## config.mk

```make
export PLATFORM = sky130hd
export DESIGN_NAME = disparity_framer
export DESIGN_NICKNAME = d
export VERILOG_FILES = /design/src/rtl/disparity_framer.sv
export SDC_FILE = /design/constraint.sdc
export NUM_CORES = 1
export LEC_CHECK = 0
export ABC_AREA = 1
export CELL_PAD_IN_SITES_DETAIL_PLACEMENT = 1
export CELL_PAD_IN_SITES_GLOBAL_PLACEMENT = 1
export CORE_ASPECT_RATIO = 1.25
export CORE_MARGIN = 5
export CORE_UTILIZATION = 41
export DETAILED_ROUTE_END_ITERATION = 6
export MAX_ROUTING_LAYER = met4
export PLACE_DENSITY = 0.82
export SLEW_MARGIN = 10
export SYNTH_ARGS = -nofsm -noshare
export SYNTH_HDL_FRONTEND = slang
export SYNTH_SLANG_ARGS = --single-unit
```

## constraint.sdc

```tcl
create_clock -name clk -period 2.9 [get_ports clk]
set_clock_uncertainty 0.1 [all_clocks]
set_input_delay 0.58 -clock clk [delete_from_list [all_inputs] [get_ports clk]]
set_output_delay 0.58 -clock clk [all_outputs]
set_load 0.1 [all_outputs]
```

## src/rtl/disparity_framer.sv

```systemverilog
// disparity_framer
// Tags a raw stream of disparity samples from the stereo core with their pixel
// position, replaces disparities in the invalid border (left columns and top
// lines, where the matching window did not fully overlap) with INVALID_CODE,
// and buffers the result in a small first-word-fall-through output FIFO.
//
// Output handshake: a word transfers on a rising clk edge where out_valid and
// out_ready are both high. out_valid never depends on out_ready, and while
// out_valid is high and out_ready is low the word (out_disp/out_sof/out_eol)
// holds stable. The input side has no back-pressure: a sample that arrives
// while the buffer is full is dropped and the sticky overflow flag is raised.

module disparity_framer #(
   parameter int LINE_LENGTH  = 640,
   parameter int NUM_LINES    = 480,
   parameter int DISP_WIDTH   = 6,
   parameter int MASK_COLS    = 59,
   parameter int MASK_ROWS    = 19,
   parameter int INVALID_CODE = 63,
   parameter int FIFO_DEPTH   = 4
) (
   input  logic                  clk,
   input  logic                  rst,
   input  logic                  in_valid,
   input  logic                  in_sof,
   input  logic [DISP_WIDTH-1:0] in_disp,
   output logic                  out_valid,
   input  logic                  out_ready,
   output logic [DISP_WIDTH-1:0] out_disp,
   output logic                  out_sof,
   output logic                  out_eol,
   output logic [15:0]           frame_count,
   output logic                  overflow
);

   localparam int COL_W = (LINE_LENGTH > 1) ? $clog2(LINE_LENGTH) : 1;
   localparam int ROW_W = (NUM_LINES > 1) ? $clog2(NUM_LINES) : 1;
   localparam int AW    = $clog2(FIFO_DEPTH);
   localparam int CW    = AW + 1;

   localparam logic [COL_W-1:0]      LAST_COL = COL_W'(LINE_LENGTH - 1);
   localparam logic [ROW_W-1:0]      LAST_ROW = ROW_W'(NUM_LINES - 1);
   localparam logic [DISP_WIDTH-1:0] INV_DISP = DISP_WIDTH'(INVALID_CODE);
   localparam logic [CW-1:0]         FULL_CNT = CW'(FIFO_DEPTH);

   // position counters: position of the next sample that arrives
   logic [COL_W-1:0] r_col;
   logic [ROW_W-1:0] r_row;
   logic [15:0]      r_frame_count;

   // tagging stage register
   logic                  r_stg_valid;
   logic [DISP_WIDTH-1:0] r_stg_disp;
   logic                  r_stg_sof;
   logic                  r_stg_eol;

   // output FIFO storage and bookkeeping
   logic [DISP_WIDTH-1:0] r_mem_disp [FIFO_DEPTH];
   logic                  r_mem_sof  [FIFO_DEPTH];
   logic                  r_mem_eol  [FIFO_DEPTH];
   logic [AW-1:0]         r_wr_ptr;
   logic [AW-1:0]         r_rd_ptr;
   logic [CW-1:0]         r_count;
   logic                  r_overflow;

   // position of the current sample; in_sof forces it to (0,0)
   logic [COL_W-1:0]      w_cur_col;
   logic [ROW_W-1:0]      w_cur_row;
   logic                  w_at_last_col;
   logic                  w_at_last_row;
   logic                  w_masked;
   logic [DISP_WIDTH-1:0] w_tag_disp;
   logic                  w_tag_sof;
   logic                  w_tag_eol;

   logic w_out_valid;
   logic w_full;
   logic w_pop;
   logic w_push_ok;
   logic w_drop;

   // resolve the current pixel position and build its tag
   always_comb begin
      w_cur_col     = in_sof ? '0 : r_col;
      w_cur_row     = in_sof ? '0 : r_row;
      w_at_last_col = (w_cur_col == LAST_COL);
      w_at_last_row = (w_cur_row == LAST_ROW);
      w_masked      = (32'(w_cur_col) < 32'(MASK_COLS)) ||
                      (32'(w_cur_row) < 32'(MASK_ROWS));
      w_tag_disp    = w_masked ? INV_DISP : in_disp;
      w_tag_sof     = (w_cur_col == '0) && (w_cur_row == '0);
      w_tag_eol     = w_at_last_col;
   end

   // advance the raster position on every sample, dropped or not, and count
   // frames whose last pixel has been seen
   always_ff @(posedge clk or negedge rst) begin
      if (!rst) begin
         r_col         <= '0;
         r_row         <= '0;
         r_frame_count <= '0;
      end else if (in_valid) begin
         if (w_at_last_col) begin
            r_col <= '0;
            r_row <= w_at_last_row ? '0 : (w_cur_row + ROW_W'(1));
         end else begin
            r_col <= w_cur_col + COL_W'(1);
            r_row <= w_cur_row;
         end
         if (w_at_last_col && w_at_last_row) begin
            r_frame_count <= r_frame_count + 16'd1;
         end
      end
   end

   // one register stage between tagging and the FIFO write port
   always_ff @(posedge clk or negedge rst) begin
      if (!rst) begin
         r_stg_valid <= 1'b0;
         r_stg_disp  <= '0;
         r_stg_sof   <= 1'b0;
         r_stg_eol   <= 1'b0;
      end else begin
         r_stg_valid <= in_valid;
         if (in_valid) begin
            r_stg_disp <= w_tag_disp;
            r_stg_sof  <= w_tag_sof;
            r_stg_eol  <= w_tag_eol;
         end
      end
   end

   // FIFO control: a pop in the same cycle frees the slot a full push needs
   always_comb begin
      w_out_valid = (r_count != '0);
      w_full      = (r_count == FULL_CNT);
      w_pop       = w_out_valid && out_ready;
      w_push_ok   = r_stg_valid && (!w_full || w_pop);
      w_drop      = r_stg_valid && w_full && !w_pop;
   end

   // FIFO storage writes; cleared on reset so the head reads zero while empty
   always_ff @(posedge clk or negedge rst) begin
      if (!rst) begin
         for (int i = 0; i < FIFO_DEPTH; i++) begin
            r_mem_disp[i] <= '0;
            r_mem_sof[i]  <= 1'b0;
            r_mem_eol[i]  <= 1'b0;
         end
      end else if (w_push_ok) begin
         r_mem_disp[r_wr_ptr] <= r_stg_disp;
         r_mem_sof[r_wr_ptr]  <= r_stg_sof;
         r_mem_eol[r_wr_ptr]  <= r_stg_eol;
      end
   end

   // FIFO pointers, occupancy and the sticky drop flag
   always_ff @(posedge clk or negedge rst) begin
      if (!rst) begin
         r_wr_ptr   <= '0;
         r_rd_ptr   <= '0;
         r_count    <= '0;
         r_overflow <= 1'b0;
      end else begin
         if (w_push_ok) begin
            r_wr_ptr <= r_wr_ptr + AW'(1);
         end
         if (w_pop) begin
            r_rd_ptr <= r_rd_ptr + AW'(1);
         end
         case ({w_push_ok, w_pop})
            2'b10:   r_count <= r_count + CW'(1);
            2'b01:   r_count <= r_count - CW'(1);
            default: r_count <= r_count;
         endcase
         if (w_drop) begin
            r_overflow <= 1'b1;
         end
      end
   end

   // head of the FIFO is presented directly (first-word fall-through)
   always_comb begin
      out_valid   = w_out_valid;
      out_disp    = r_mem_disp[r_rd_ptr];
      out_sof     = r_mem_sof[r_rd_ptr];
      out_eol     = r_mem_eol[r_rd_ptr];
      frame_count = r_frame_count;
      overflow    = r_overflow;
   end

endmodule

```

Word-level counts from Yosys, hierarchy flattened
Index checks and enable logic that the tools add are counted.
Cells by class
  equal/unequal tests: 5
  $add $sub $neg: 7
  bitwise operators: 2
  $lt $le $gt $ge: 5
  multiplexer cells: 23
  reduce and logical (&&, ||, !) cells: 16
Operator list (number)
  $mux W9: 3
  $bwmux W24: 1
  $mux W6: 4
  $mux W10: 2
  $add A16 B1 Y16 const B: 1
  $bmux W6 S2: 1
  $demux W6 S2: 1
  $add A10 B1 Y10 const B: 1
  $eq A10 B10 Y1 const B: 1
  $logic_not A10 Y1: 1
  $lt A10 B6 Y1 const B: 1
  $add A9 B1 Y9 const B: 1
  $eq A9 B9 Y1 const B: 1
  $logic_not A9 Y1: 1
  $lt A9 B5 Y1 const B: 1
  $bwmux W4: 2
  $logic_and A1 B1 Y1: 7
  $ge A3 B3 Y1 const B: 2
  $not A2 Y3: 2
  $pmux W3 S2: 1
  $mux W1: 5
  $add A2 B1 Y2 const B: 2
  $bmux W1 S2: 2
  $add A3 B1 Y3 const B: 1
  other kinds (11): 13
Storage, ports and cells
  output and inout bits: 26
  register bits after elaboration: 84
  input port bits: 11

Depth between registers and ports, before layout
  depth in word-level cells: 6
  depth in mapped cells: 14

Worst setup path after synthesis
Ideal clock, no wire load.
  path kind: reg2out
  start point: register r_rd_ptr[0]
  end point: output out_disp[3]
  data required time: 2.220 ns
  cell stages (with the launch flop): 6
  arrival time: 2.487 ns
  path slack: -0.267 ns
  cell sequence: dfrtp_1 -> clkbuf_1 -> inv_1 -> clkbuf_1 -> o21ai_0 -> o22ai_1
On the way
  cells in the longest elaborated chain, start to end: 4
RTL lines
  start: declaration: RTL line 62  | logic [AW-1:0] r_rd_ptr;
  start signal: assignment: RTL line 169  | r_rd_ptr <= r_rd_ptr + AW'(1);
  $not A2 Y3 (implied by the code): RTL line 185  | out_disp = r_mem_disp[r_rd_ptr];
  $bmux W6 S2: RTL line 185
  $mux W6 (implied by the code) (2 in a row): RTL line 185
  end: declaration: RTL line 29  | output logic [DISP_WIDTH-1:0] out_disp,
Every way passes these cells. The select of a mux whose other input is x is not followed.

Worst setup path in the final report
  start point: input in_sof
  end point: register r_frame_count[10] (netlist: frame_count[10])
On the way
  cells in the longest elaborated chain, start to end: 4
  elaborated cells on any way between the ends: 6
  those cells by class: 2 x eq/ne; 2 x mux; 2 x reduce/logical
RTL lines
  start: declaration: RTL line 25  | input logic in_sof,
  $mux W10 or $mux W9 (tied branches): RTL line 84, 85
  $eq A10 B10 Y1 or $eq A9 B9 Y1 (tied branches): RTL line 86, 87
  $logic_and A1 B1 Y1 *: RTL line 110  | if (w_at_last_col && w_at_last_row) begin
  $reduce_and A2 Y1 (no source line) *
  end signal: assignment: RTL line 111  | r_frame_count <= r_frame_count + 16'd1;
  end: declaration: RTL line 49  | logic [15:0] r_frame_count;
Every way passes the cells marked *; elsewhere a longest branch is shown, timed or not.
A chain may end at the register's enable or synchronous reset.

==> key figures <==
Die
  • # IOs: 37
  • Core Box Area: 0.01114 sq mm
  • # rows: 43
  • Die height: 129.5 microns
  • Die area: 0.01367 sq mm
  • Die Wd: 105.6 microns
  • Starting density of the core: 0.4203

Timing
  • Fmax achieved: 0.4045 GHz
  • WHS: 0.1564 ns
  • Post-layout min period: 2.472 ns
  • Worst-margin pin slew: 0.6394 ns
  • Unrepaired setup endpoints after global routing: false
  • Pins Over Slew Limit: 0
  • Setup_tns: 0 ns
  • Final Hold Fails: 0
  • Worst setup margin: 0.4277 ns
  • Final Cycle Share: 0.8525
  • Setup-failing EPs final: 0
  • Normalized max-slew margin: 0.5737

Yosys
  • Flops & latches, synth: 84
  • Ys async rst share: 1.000
  • Synth top area share: 0.4491
  • Synth Instances: 636
  • EDFF count, synth: 0
  • Synth cell types: 29
  • Syn Area/Cell: 7.360 sq um
  • Post-synthesis sequential area ratio: 0.4491
  • Dominant register cell in the synthesized netlist: dfrtp_1
  • Post-synthesis net count: 658
  • Most frequent cell after synthesis: nand2_1
  • Mapped Area: 0.004681 sq mm
  • Ranking of synthesized cells by area: dfrtp_1 45%, nand2_1 17%, o21ai_0 6.0%
  • Post-synth top cells: 215 x nand2_1, 84 x dfrtp_1, 74 x nor2_1
  • Cell taking the most area after synthesis: dfrtp_1
  • Yosys warns: 0

Flow run
  • Max_cap viols: 0

Setup path
  • Reg2Reg Setup Slack: 0.72 ns
  • FF-to-FF End: r_count[2]
  • Reg2reg path depth: 9
  • CP Data Required Time: 3.09 ns
  • Setup crit end kind: flop
  • CP Launch Type: input port
  • Max FO, Critical Path: 8
  • Worst Path Arrival: 2.66 ns
  • CP Class: input port to flop
  • Critical R2R Launch: r_count[1]

Clock tree
  • Post-cts resize count: 0
  • CTS buffer count: 9
  • Clock Sinks: 84
  • TritonCTS clock tree: done
  • Number of post-CTS setup repair buffers: 0
  • CTS Buffer Depth: 2
  • CTS HTree Levels: 3
  • Clock Pin Slew Worst Setup and Hold Paths: 0.07 ns
  • Clk root buf: clkbuf_16
  • # hold bufs at CTS: 0
  • Clock Latency Late Sink: 0.35 ns

Pwr
  • VDD IR max: 0.7711 mV
  • Final Power: 5589 uW
  • P_leak: 0.002705 uW
  • PD cells: 990.2 mW/mm^2

Cells and area
  • Syn-to-layout area delta: 20.58%
  • Share of cells above drive strength 1: 0.1160
  • N_diodes: 0
  • Final #Nets: 698

Global routing
  • Met2 Use GR: 0.3949
  • Total track usage: 0.2214
  • Met3 Use GR: 0.02990
  • Largest net degree at the start of global routing: 47
  • GRT Residual Overflow: 0
  • Number of global-route vias before repair: 4770
  • Grt peak-use layer: met2
  • M1 GR Usage: 0.2542
  • Initial antenna violation count: 0
  • First-pass GRT wire length: 23.60 mm

Detailed routing
  • WL/cell: 16.89 microns
  • Vias/cell: 5.336
  • Drt initial violations: 188
  • Drt pass-1 iters: 4
  • Detailed-route DRC error count: 0
  • Routed vias: 4354
  • Routed Antenna Nets: 0
  • Post-Route WL: 13.78 mm

Placed design
  • DP Worst Slack: 0.1239 ns
  • GPL Wtd Cong: 0.8624
  • DP Wirelength: 9.802 mm
  • Buffers on Ports: 36

Outcome
  • Status: complete, no violations

Hold path
  • Class of the worst hold path: input port to async pin
==> final cells by class <==
cell class,instances,area [sq um]
tap,135,168.9
clock buffer,9,225.2
sequential,84,2102
multi-input combinational,478,2326
clock inverter,7,127.6
timing repair buffer,46,480.5
inverter,57,214.0
fill,1398,5493
==> how the worst max path moves through the flow <==
stage	start	end	slack, ns
6_report	in_sof	frame_count[10]	0.43
5_1_grt	in_sof	r_row[8]	0.20
4_1_cts	in_sof	frame_count[10]	0.42
3_5_place_dp	in_sof	frame_count[10]	0.12
3_3_place_gp	in_sof	frame_count[4]	0.20
2_1_floorplan	r_rd_ptr[0]	out_disp[0]	0.37
==> through the flow <==
step	utilization	instances	area [sq um]
floorplan	-	636	4731
global placement	0.4751	800	5291
detailed placement	0.4751	800	5291
CTS	0.5068	816	5644
global route	0.5068	816	5644
finish	0.5068	816	5644
==> critical path, cell delays in order <==
cell             delay, ns
clkdlybuf4s50_1       0.48
inv_2                 0.13
nand2_1               0.11
inv_1                 0.07
ha_1                  0.23
inv_1                 0.08
nor2_2                0.18
nand3_2               0.14
nor2_4                0.24
buf_4                 0.21
nand3_1               0.10
nand2_1               0.10
==> layer usage <==
metal	wire, microns	share of wire
met5	0	0
met4	274	0.020
met3	309	0.022
met1	5890	0.43
met2	7307	0.53
==> power by group <==
group          leakage [uW]  switching [uW]  total [uW]  internal (uW)
Clock              0.000173             530        1390            858
Sequential          0.00105             184        1650           1470
Combinational       0.00149            1740        2550            811
==> placed cells by master (no fill, tap or decap), drive strengths merged <==
cell type	n
nand2	218
o21bai	1
fa	1
o22ai	10
o211ai	1
dfrtp	84
buf	37
a21oi	3
xnor2	9
nand4	9
ha	10
xor2	13
clkinv	2
clkbuf	9
nor2	82
o21ai	66
bufinv	3
clkdlybuf4s50	9
nand3	51
nor3	4
inv	59
==> state kept, by name, summed over array words and instances (netlist names) <==
| register | cells |
|---|---|
| r_col | 10 |
| r_mem_sof | 4 |
| r_stg_sof | 1 |
| r_row | 9 |
| r_stg_valid | 1 |
| r_count | 3 |
| overflow | 1 |
| r_rd_ptr | 2 |
| r_mem_disp | 24 |
| r_mem_eol | 4 |
| r_wr_ptr | 2 |
| frame_count | 16 |
| r_stg_eol | 1 |
| r_stg_disp | 6 |
==> cells by family (layout without fill, tap and decap cells) <==
family,after synthesis,in the layout,synth area share
buffers and inverters,74,119,0.06469
flip-flops,84,84,0.4491
adder cells (fa/ha/maj),11,11,0.03101
AO/OA/AOI/OAI,81,81,0.09035
XOR/XNOR,22,22,0.04117
AND/OR/NAND/NOR,364,364,0.3237
Power figures use the tool's default switching activity.
